`src/rtl/uart_cmd_slave_if.sv`:
```
// Byte-stream and register-bus signal bundle between a UART command slave and its surroundings.
// The slave modport is the command decoder; the master modport is the UART/bus environment.
interface uart_cmd_slave_if #(
    parameter int DATA_WIDTH = 8,
    parameter int ADDR_WIDTH = 7
);
    logic [DATA_WIDTH-1:0] rx_data;
    logic                  rx_done;
    logic [DATA_WIDTH-1:0] tx_data;
    logic                  tx_en;
    logic                  tx_done;
    logic [ADDR_WIDTH-1:0] bus_addr;
    logic [DATA_WIDTH-1:0] bus_wdata;
    logic                  bus_wr;
    logic                  bus_rd;
    logic                  bus_ack;
    logic [DATA_WIDTH-1:0] bus_rdata;
    logic                  busy;
    logic                  err_timeout;
    logic                  err_overrun;

    modport slave (
        input  rx_data, rx_done, tx_done, bus_ack, bus_rdata,
        output tx_data, tx_en, bus_addr, bus_wdata, bus_wr, bus_rd,
               busy, err_timeout, err_overrun
    );

    modport master (
        output rx_data, rx_done, tx_done, bus_ack, bus_rdata,
        input  tx_data, tx_en, bus_addr, bus_wdata, bus_wr, bus_rd,
               busy, err_timeout, err_overrun
    );
endinterface

```
`src/rtl/uart_cmd_slave.sv`:
```
// UART command slave: decodes {rw, addr} header packets into register-bus reads/writes
// and returns one reply byte per read, with per-phase timeout and overrun reporting.
module uart_cmd_slave #(
    parameter int DATA_WIDTH     = 8,
    parameter int ADDR_WIDTH     = 7,
    parameter int TIMEOUT_CYCLES = 50_000
) (
    input  logic             clk,
    input  logic             rst_n,
    uart_cmd_slave_if.slave  bif
);

    typedef enum logic [2:0] {
        IDLE     = 3'd0,
        GET_DATA = 3'd1,
        BUS_WR   = 3'd2,
        BUS_RD   = 3'd3,
        SEND     = 3'd4,
        WAIT_TX  = 3'd5
    } state_t;

    state_t                state_q;
    logic [31:0]           cnt_q;
    logic                  armed_q;
    logic                  rx_done_q, rx_prev_q, rx_evt_q;
    logic                  tx_done_q, tx_prev_q, tx_evt_q;
    logic [DATA_WIDTH-1:0] rx_data_q, rx_byte_q;
    logic [DATA_WIDTH-1:0] tx_data_q, bus_wdata_q;
    logic [ADDR_WIDTH-1:0] bus_addr_q;
    logic                  tx_en_q, bus_wr_q, bus_rd_q, busy_q;
    logic                  err_timeout_q, err_overrun_q;

    logic                  rx_prev_d, tx_prev_d;
    logic                  rx_evt_d, tx_evt_d;
    logic                  timeout_s;

    assign timeout_s = (cnt_q == 32'(TIMEOUT_CYCLES - 1));

    // Edge-detect next state; the first cycle after reset seeds the history so a held level is not an edge.
    always_comb begin
        rx_prev_d = bif.rx_done;
        tx_prev_d = bif.tx_done;
        if (armed_q) begin
            rx_prev_d = rx_done_q;
            tx_prev_d = tx_done_q;
        end else begin
            rx_prev_d = bif.rx_done;
            tx_prev_d = bif.tx_done;
        end
        rx_evt_d = rx_done_q & ~rx_prev_q;
        tx_evt_d = tx_done_q & ~tx_prev_q;
    end

    // Input registers and one-cycle rx/tx events, with the received byte carried alongside its event.
    always_ff @(posedge clk or negedge rst_n) begin
        if (!rst_n) begin
            armed_q   <= 1'b0;
            rx_done_q <= 1'b0;
            rx_prev_q <= 1'b0;
            rx_evt_q  <= 1'b0;
            tx_done_q <= 1'b0;
            tx_prev_q <= 1'b0;
            tx_evt_q  <= 1'b0;
            rx_data_q <= '0;
            rx_byte_q <= '0;
        end else begin
            armed_q   <= 1'b1;
            rx_done_q <= bif.rx_done;
            rx_prev_q <= rx_prev_d;
            rx_evt_q  <= rx_evt_d;
            tx_done_q <= bif.tx_done;
            tx_prev_q <= tx_prev_d;
            tx_evt_q  <= tx_evt_d;
            rx_data_q <= bif.rx_data;
            rx_byte_q <= rx_data_q;
        end
    end

    // Transaction FSM with registered outputs; expected events take priority over the phase timeout.
    always_ff @(posedge clk or negedge rst_n) begin
        if (!rst_n) begin
            state_q       <= IDLE;
            cnt_q         <= 32'd0;
            tx_data_q     <= '0;
            bus_addr_q    <= '0;
            bus_wdata_q   <= '0;
            tx_en_q       <= 1'b0;
            bus_wr_q      <= 1'b0;
            bus_rd_q      <= 1'b0;
            busy_q        <= 1'b0;
            err_timeout_q <= 1'b0;
            err_overrun_q <= 1'b0;
        end else begin
            tx_en_q       <= 1'b0;
            err_timeout_q <= 1'b0;
            err_overrun_q <= 1'b0;
            case (state_q)
                IDLE: begin
                    cnt_q <= 32'd0;
                    if (rx_evt_q) begin
                        bus_addr_q <= rx_byte_q[ADDR_WIDTH-1:0];
                        busy_q     <= 1'b1;
                        if (rx_byte_q[DATA_WIDTH-1]) begin
                            state_q <= GET_DATA;
                        end else begin
                            state_q  <= BUS_RD;
                            bus_rd_q <= 1'b1;
                        end
                    end else begin
                        busy_q <= 1'b0;
                    end
                end
                GET_DATA: begin
                    if (rx_evt_q) begin
                        bus_wdata_q <= rx_byte_q;
                        bus_wr_q    <= 1'b1;
                        state_q     <= BUS_WR;
                        cnt_q       <= 32'd0;
                    end else if (timeout_s) begin
                        state_q       <= IDLE;
                        busy_q        <= 1'b0;
                        err_timeout_q <= 1'b1;
                        cnt_q         <= 32'd0;
                    end else begin
                        cnt_q <= cnt_q + 32'd1;
                    end
                end
                BUS_WR: begin
                    err_overrun_q <= rx_evt_q;
                    if (bif.bus_ack) begin
                        state_q  <= IDLE;
                        bus_wr_q <= 1'b0;
                        busy_q   <= 1'b0;
                        cnt_q    <= 32'd0;
                    end else if (timeout_s) begin
                        state_q       <= IDLE;
                        bus_wr_q      <= 1'b0;
                        busy_q        <= 1'b0;
                        err_timeout_q <= 1'b1;
                        cnt_q         <= 32'd0;
                    end else begin
                        cnt_q <= cnt_q + 32'd1;
                    end
                end
                BUS_RD: begin
                    err_overrun_q <= rx_evt_q;
                    if (bif.bus_ack) begin
                        tx_data_q <= bif.bus_rdata;
                        bus_rd_q  <= 1'b0;
                        tx_en_q   <= 1'b1;
                        state_q   <= SEND;
                        cnt_q     <= 32'd0;
                    end else if (timeout_s) begin
                        state_q       <= IDLE;
                        bus_rd_q      <= 1'b0;
                        busy_q        <= 1'b0;
                        err_timeout_q <= 1'b1;
                        cnt_q         <= 32'd0;
                    end else begin
                        cnt_q <= cnt_q + 32'd1;
                    end
                end
                SEND: begin
                    err_overrun_q <= rx_evt_q;
                    state_q       <= WAIT_TX;
                    cnt_q         <= 32'd0;
                end
                WAIT_TX: begin
                    err_overrun_q <= rx_evt_q;
                    if (tx_evt_q) begin
                        state_q <= IDLE;
                        busy_q  <= 1'b0;
                        cnt_q   <= 32'd0;
                    end else if (timeout_s) begin
                        state_q       <= IDLE;
                        busy_q        <= 1'b0;
                        err_timeout_q <= 1'b1;
                        cnt_q         <= 32'd0;
                    end else begin
                        cnt_q <= cnt_q + 32'd1;
                    end
                end
                default: begin
                    state_q  <= IDLE;
                    cnt_q    <= 32'd0;
                    bus_wr_q <= 1'b0;
                    bus_rd_q <= 1'b0;
                    busy_q   <= 1'b0;
                end
            endcase
        end
    end

    assign bif.tx_data     = tx_data_q;
    assign bif.tx_en       = tx_en_q;
    assign bif.bus_addr    = bus_addr_q;
    assign bif.bus_wdata   = bus_wdata_q;
    assign bif.bus_wr      = bus_wr_q;
    assign bif.bus_rd      = bus_rd_q;
    assign bif.busy        = busy_q;
    assign bif.err_timeout = err_timeout_q;
    assign bif.err_overrun = err_overrun_q;

endmodule

```
`src/flat_wrapper.sv`:
```
// flat-port wrapper written by rule: the top's interface ports become plain ports
module uart_cmd_slave_flat 
#(
    parameter int DATA_WIDTH     = 8,
    parameter int ADDR_WIDTH     = 7,
    parameter int TIMEOUT_CYCLES = 50_000
)
  (clk, rst_n, bif_rx_data, bif_rx_done, bif_tx_done, bif_bus_ack, bif_bus_rdata, bif_tx_data, bif_tx_en, bif_bus_addr, bif_bus_wdata, bif_bus_wr, bif_bus_rd, bif_busy, bif_err_timeout, bif_err_overrun);
  uart_cmd_slave_if #(.DATA_WIDTH(DATA_WIDTH), .ADDR_WIDTH(ADDR_WIDTH)) bif_i ();
  input  logic clk;
  input  logic rst_n;
  input wire logic [$bits(bif_i.rx_data)-1:0] bif_rx_data;
  input wire logic [$bits(bif_i.rx_done)-1:0] bif_rx_done;
  input wire logic [$bits(bif_i.tx_done)-1:0] bif_tx_done;
  input wire logic [$bits(bif_i.bus_ack)-1:0] bif_bus_ack;
  input wire logic [$bits(bif_i.bus_rdata)-1:0] bif_bus_rdata;
  output wire logic [$bits(bif_i.tx_data)-1:0] bif_tx_data;
  output wire logic [$bits(bif_i.tx_en)-1:0] bif_tx_en;
  output wire logic [$bits(bif_i.bus_addr)-1:0] bif_bus_addr;
  output wire logic [$bits(bif_i.bus_wdata)-1:0] bif_bus_wdata;
  output wire logic [$bits(bif_i.bus_wr)-1:0] bif_bus_wr;
  output wire logic [$bits(bif_i.bus_rd)-1:0] bif_bus_rd;
  output wire logic [$bits(bif_i.busy)-1:0] bif_busy;
  output wire logic [$bits(bif_i.err_timeout)-1:0] bif_err_timeout;
  output wire logic [$bits(bif_i.err_overrun)-1:0] bif_err_overrun;
  assign bif_i.rx_data = bif_rx_data;
  assign bif_i.rx_done = bif_rx_done;
  assign bif_i.tx_done = bif_tx_done;
  assign bif_i.bus_ack = bif_bus_ack;
  assign bif_i.bus_rdata = bif_bus_rdata;
  assign bif_tx_data = bif_i.tx_data;
  assign bif_tx_en = bif_i.tx_en;
  assign bif_bus_addr = bif_i.bus_addr;
  assign bif_bus_wdata = bif_i.bus_wdata;
  assign bif_bus_wr = bif_i.bus_wr;
  assign bif_bus_rd = bif_i.bus_rd;
  assign bif_busy = bif_i.busy;
  assign bif_err_timeout = bif_i.err_timeout;
  assign bif_err_overrun = bif_i.err_overrun;
  uart_cmd_slave #(.DATA_WIDTH(DATA_WIDTH), .ADDR_WIDTH(ADDR_WIDTH), .TIMEOUT_CYCLES(TIMEOUT_CYCLES)) u_core (.clk(clk), .rst_n(rst_n), .bif(bif_i));
endmodule
```
`config.mk`:
```
export PLATFORM = sky130hd
export DESIGN_NAME = uart_cmd_slave_flat
export DESIGN_NICKNAME = d
export VERILOG_FILES = /design/src/rtl/uart_cmd_slave_if.sv /design/src/rtl/uart_cmd_slave.sv /design/src/flat_wrapper.sv
export SDC_FILE = /design/constraint.sdc
export NUM_CORES = 1
export LEC_CHECK = 0
export BUFFER_PORTS_ARGS = -buffer_cell sky130_fd_sc_hd__buf_2
export CAP_MARGIN = 20
export CORE_UTILIZATION = 57
export DETAILED_ROUTE_END_ITERATION = 16
export PLACE_DENSITY = 0.79
export SLEW_MARGIN = 20
export SYNTH_ARGS = -nofsm -noshare
export SYNTH_HDL_FRONTEND = slang
export SYNTH_SLANG_ARGS = --single-unit
```
`constraint.sdc`:
```
create_clock -name clk -period 2.1 [get_ports clk]
set_input_delay 0.105 -clock clk [delete_from_list [all_inputs] [get_ports clk]]
set_output_delay 0.105 -clock clk [all_outputs]
set_load 0.01 [all_outputs]
```
==> results.py <==
metrics = {
    "status": {
        "status": "finished with violations",
        "violations": "DRC",
    },
    "final_layout": {
        "final_util_pct": 73.8,
        "drive_gt1_share_pct": 26.8,
        "area_growth_pct": 23.2,
        "nNetsFinal": 466,
        "diodes": 0,
    },
    "clock_tree": {
        "cts.sinks": 87,
        "cts_tree": "done",
        "clkLatencyLatePin_ps": 360,
        "h-tree-depth": 3,
        "cts_inserted_buffers": 9,
        "root_buffer": "clkbuf_8",
        "cts_buffer_depth": 2,
        "clkSlewWorstSetupHoldPaths_ps": 90,
    },
    "critical_path": {
        "crit_path_start": "u_core.cnt_q[16]",
        "crit_end": "u_core.cnt_q[27]",
        "path_max_fanout": 9,
        "slowest_stage": "or4_4",
        "path_cells": "nand3_1, or4_4, or4_1, a211oi_2",
        "critical_path.max_stage_delay_ps": 580,
        "reg2regPathDepth": 4,
        "cp_data_arrival_time_ps": 2290,
        "rrSetupSlack_ps": 80,
        "r2r_end": "u_core.cnt_q[27]",
        "required_ps": 2370,
        "critPathKind": "flop to flop",
        "reg2reg_from": "u_core.cnt_q[16]",
        "crit_path_end_kind": "flop",
        "start_kind": "flop",
    },
    "placement": {
        "dp_slack_ps": 30.8,
        "place_congestion": 0.870,
        "dp_hpwl_um": 5440,
        "port_buffers": 49,
    },
    "logic_synthesis": {
        "synth_common_cells": "87 x dfrtp_1, 40 x nand2_1, 19 x nor3_1",
        "syn-cell-area_um2": 3850,
        "synth_cell_types": 43,
        "synth.net_count": 377,
        "yosys-top-cells-area": "dfrtp_1 57%, mux2_2 5.0%, nand2_1 3.9%, a211oi_1 2.5%, nor3_1 2.5%",
        "synth_top_area_share_pct": 56.6,
        "syn_avg_cell_area_um2": 10.9,
        "yosysMostFrequentCell": "dfrtp_1",
        "ys_warn_count": 0,
        "synth-edff-count": 0,
        "synthArstFlopShare_pct": 100,
        "netlist_instances": 353,
        "ys_seq_elements": 87,
        "ys_seq_area_share_pct": 56.6,
        "synthFlopType": "dfrtp_1",
        "post-synth-top-area-cell": "dfrtp_1",
    },
    "floorplanning": {
        "die_x_um": 84.1,
        "die_area_um2": 7080,
        "floorplan.initialDensity_pct": 59.9,
        "pin_count": 50,
        "fp.dieH_um": 84.1,
        "core_area_um2": 6420,
        "rows": 29,
    },
    "routing": {
        "antenna_left": 0,
        "routedWlPerCell_um": 16.1,
        "drt_iter0_drc": 248,
        "dr.pass1.iters": 10,
        "remaining_drc_errors": 2,
        "vias": 3112,
        "wirelength_um": 8440,
        "vias_per_cell": 5.94,
    },
    "global_routing": {
        "overflow": 0,
        "grt_pass1_vias": 3035,
        "grt_max_degree": 51,
        "grt_first_pass_wirelength_um": 14400,
        "antenna_found_initial": 0,
        "track_usage_pct": 26.2,
    },
    "flow_run": {
        "max-cap-violations": 0,
    },
    "sta": {
        "layout_setup_ws_ps": 77.6,
        "fin_crit_sh_pct": 96.3,
        "clock_skew_ps": 15.6,
        "hold_slack_ps": 82.1,
        "hold_viol": 0,
        "slew_viol_final": 0,
        "setup_viol": 0,
        "rsz0062_at_grt": "false",
        "fmax_ghz": 0.494,
        "fin_crit_ps": 2020,
        "fin_tns_setup_ps": 0,
    },
    "min_path": {
        "min_path_type": "primary input to flop",
    },
    "power": {
        "powerDensity_nw_per_um2": 980,
        "p_switching_uw": 1570,
        "vdd_drop_max_v": 0.000787,
        "leakage_uw": 0.00206,
        "p_sw_share_pct": 33.8,
        "power.share.sequential_pct": 47.7,
        "p_total_uw": 4640,
        "comb_power_share_pct": 28.5,
        "pwr-share-clk_pct": 23.7,
        "p_int_uw": 3070,
    },
}
==> state kept, by name (all words and copies together) (netlist names), 3 cells and up <==
signal                count
u_core.bif.bus_addr       7
u_core.bif.bus_wdata      8
u_core.bif.tx_data        8
u_core.cnt_q             32
u_core.rx_byte_q          8
u_core.rx_data_q          8
u_core.state_q            3
==> critical path, delay by kind of cell (launching register included) <==
kind               cells  cell delay (ps)
and+or+nand+nor        3             1260
DFF                    1              420
AOI/OAI and AO/OA      1              250
==> metrics by stage <==
| stage | instances | area (um^2) |
|---|---|---|
| floorplan | 353 | 3850 |
| global placement | 486 | 4320 |
| detailed placement | 486 | 4320 |
| CTS | 521 | 4700 |
| global route | 524 | 4740 |
| finish | 524 | 4740 |
==> how the worst min path moves through the flow <==
stage / from / endpoint / cells past startpoint
global route: bif_bus_ack / u_core.bif.bus_wr / 4
CTS: bif_bus_ack / u_core.bif.bus_wr / 4
global placement: rst_n / u_core.cnt_q[21] / 1
detailed placement: rst_n / u_core.cnt_q[21] / 1
floorplan: rst_n / u_core.armed_q / 0
finish: bif_bus_ack / u_core.bif.bus_wr / 4
==> cells in the final DEF (no fill, tap or decap), types with 4 or more instances in the layout <==
cell | netlist | routed
nand2_1 | 40 | 40
inv_1 | 7 | 7
o21ai_0 | 16 | 16
xor2_1 | 10 | 10
or3_1 | 7 | 7
or4_1 | 7 | 7
mux2_2 | 17 | 17
a211oi_1 | 13 | 12
xnor2_1 | 4 | 4
buf_4 | 1 | 25
a21oi_1 | 8 | 8
nor3_1 | 19 | 19
clkbuf_8 | 0 | 10
nor4_1 | 11 | 11
o221ai_1 | 5 | 5
nand4_1 | 13 | 13
o31ai_1 | 6 | 6
nor2b_1 | 6 | 6
and3_1 | 7 | 6
dlygate4sd3_1 | 0 | 19
buf_2 | 3 | 48
dfrtp_1 | 87 | 85
nand3_1 | 12 | 11
nor2_1 | 8 | 7
nand2b_1 | 5 | 5
==> cell type report <==
type | count | area (um^2)
clock inverters | 6 | 51.3
clock buffers | 10 | 138
repair buffers | 94 | 658
flip-flops and latches | 87 | 2180
multi-input cells | 242 | 1580
well taps | 77 | 96.3
inverters | 8 | 30.0
fillers | 444 | 1690
==> timing repair <==
item                                   in CTS  in global routing
setup endpoints to repair                   0                  9
hold buffers                               19                  0
endpoints found under the hold margin      57                  0
gates resized for setup                     0                  5
setup buffers                               0                  3
==> kinds of logic (layout without fill, tap and decap cells) <==
family,after synthesis,in the layout,synth area share [%]
and+or+nand+nor,150,150,21.6
DFF,87,87,56.6
AOI/OAI and AO/OA,54,54,9.24
buffers and inverters,24,118,2.57
muxes,20,20,5.76
xor gates and xnor gates,14,14,3.19
adders and majority gates,3,3,0.976
other,1,1,0.0975
==> power groups by stage <==
stage	Combinational, uW	Sequential [uW]	Clock (uW)
after floorplan	697	2290	0
after global placement	1240	2220	0
after detailed placement	1290	2240	0
after CTS	1310	2210	1120
after global routing	1460	2250	1190
final	1330	2220	1100
==> per-layer routing <==
layer,vias to the layer above,GRT usage (%),wire length (um)
met2,77,44.3,4320
met3,10,6.59,381
met4,0,9.09,132
li1,1477,-,-
met1,1548,33.2,3600
met5,-,0,0
Power figures use the tool's default switching activity.
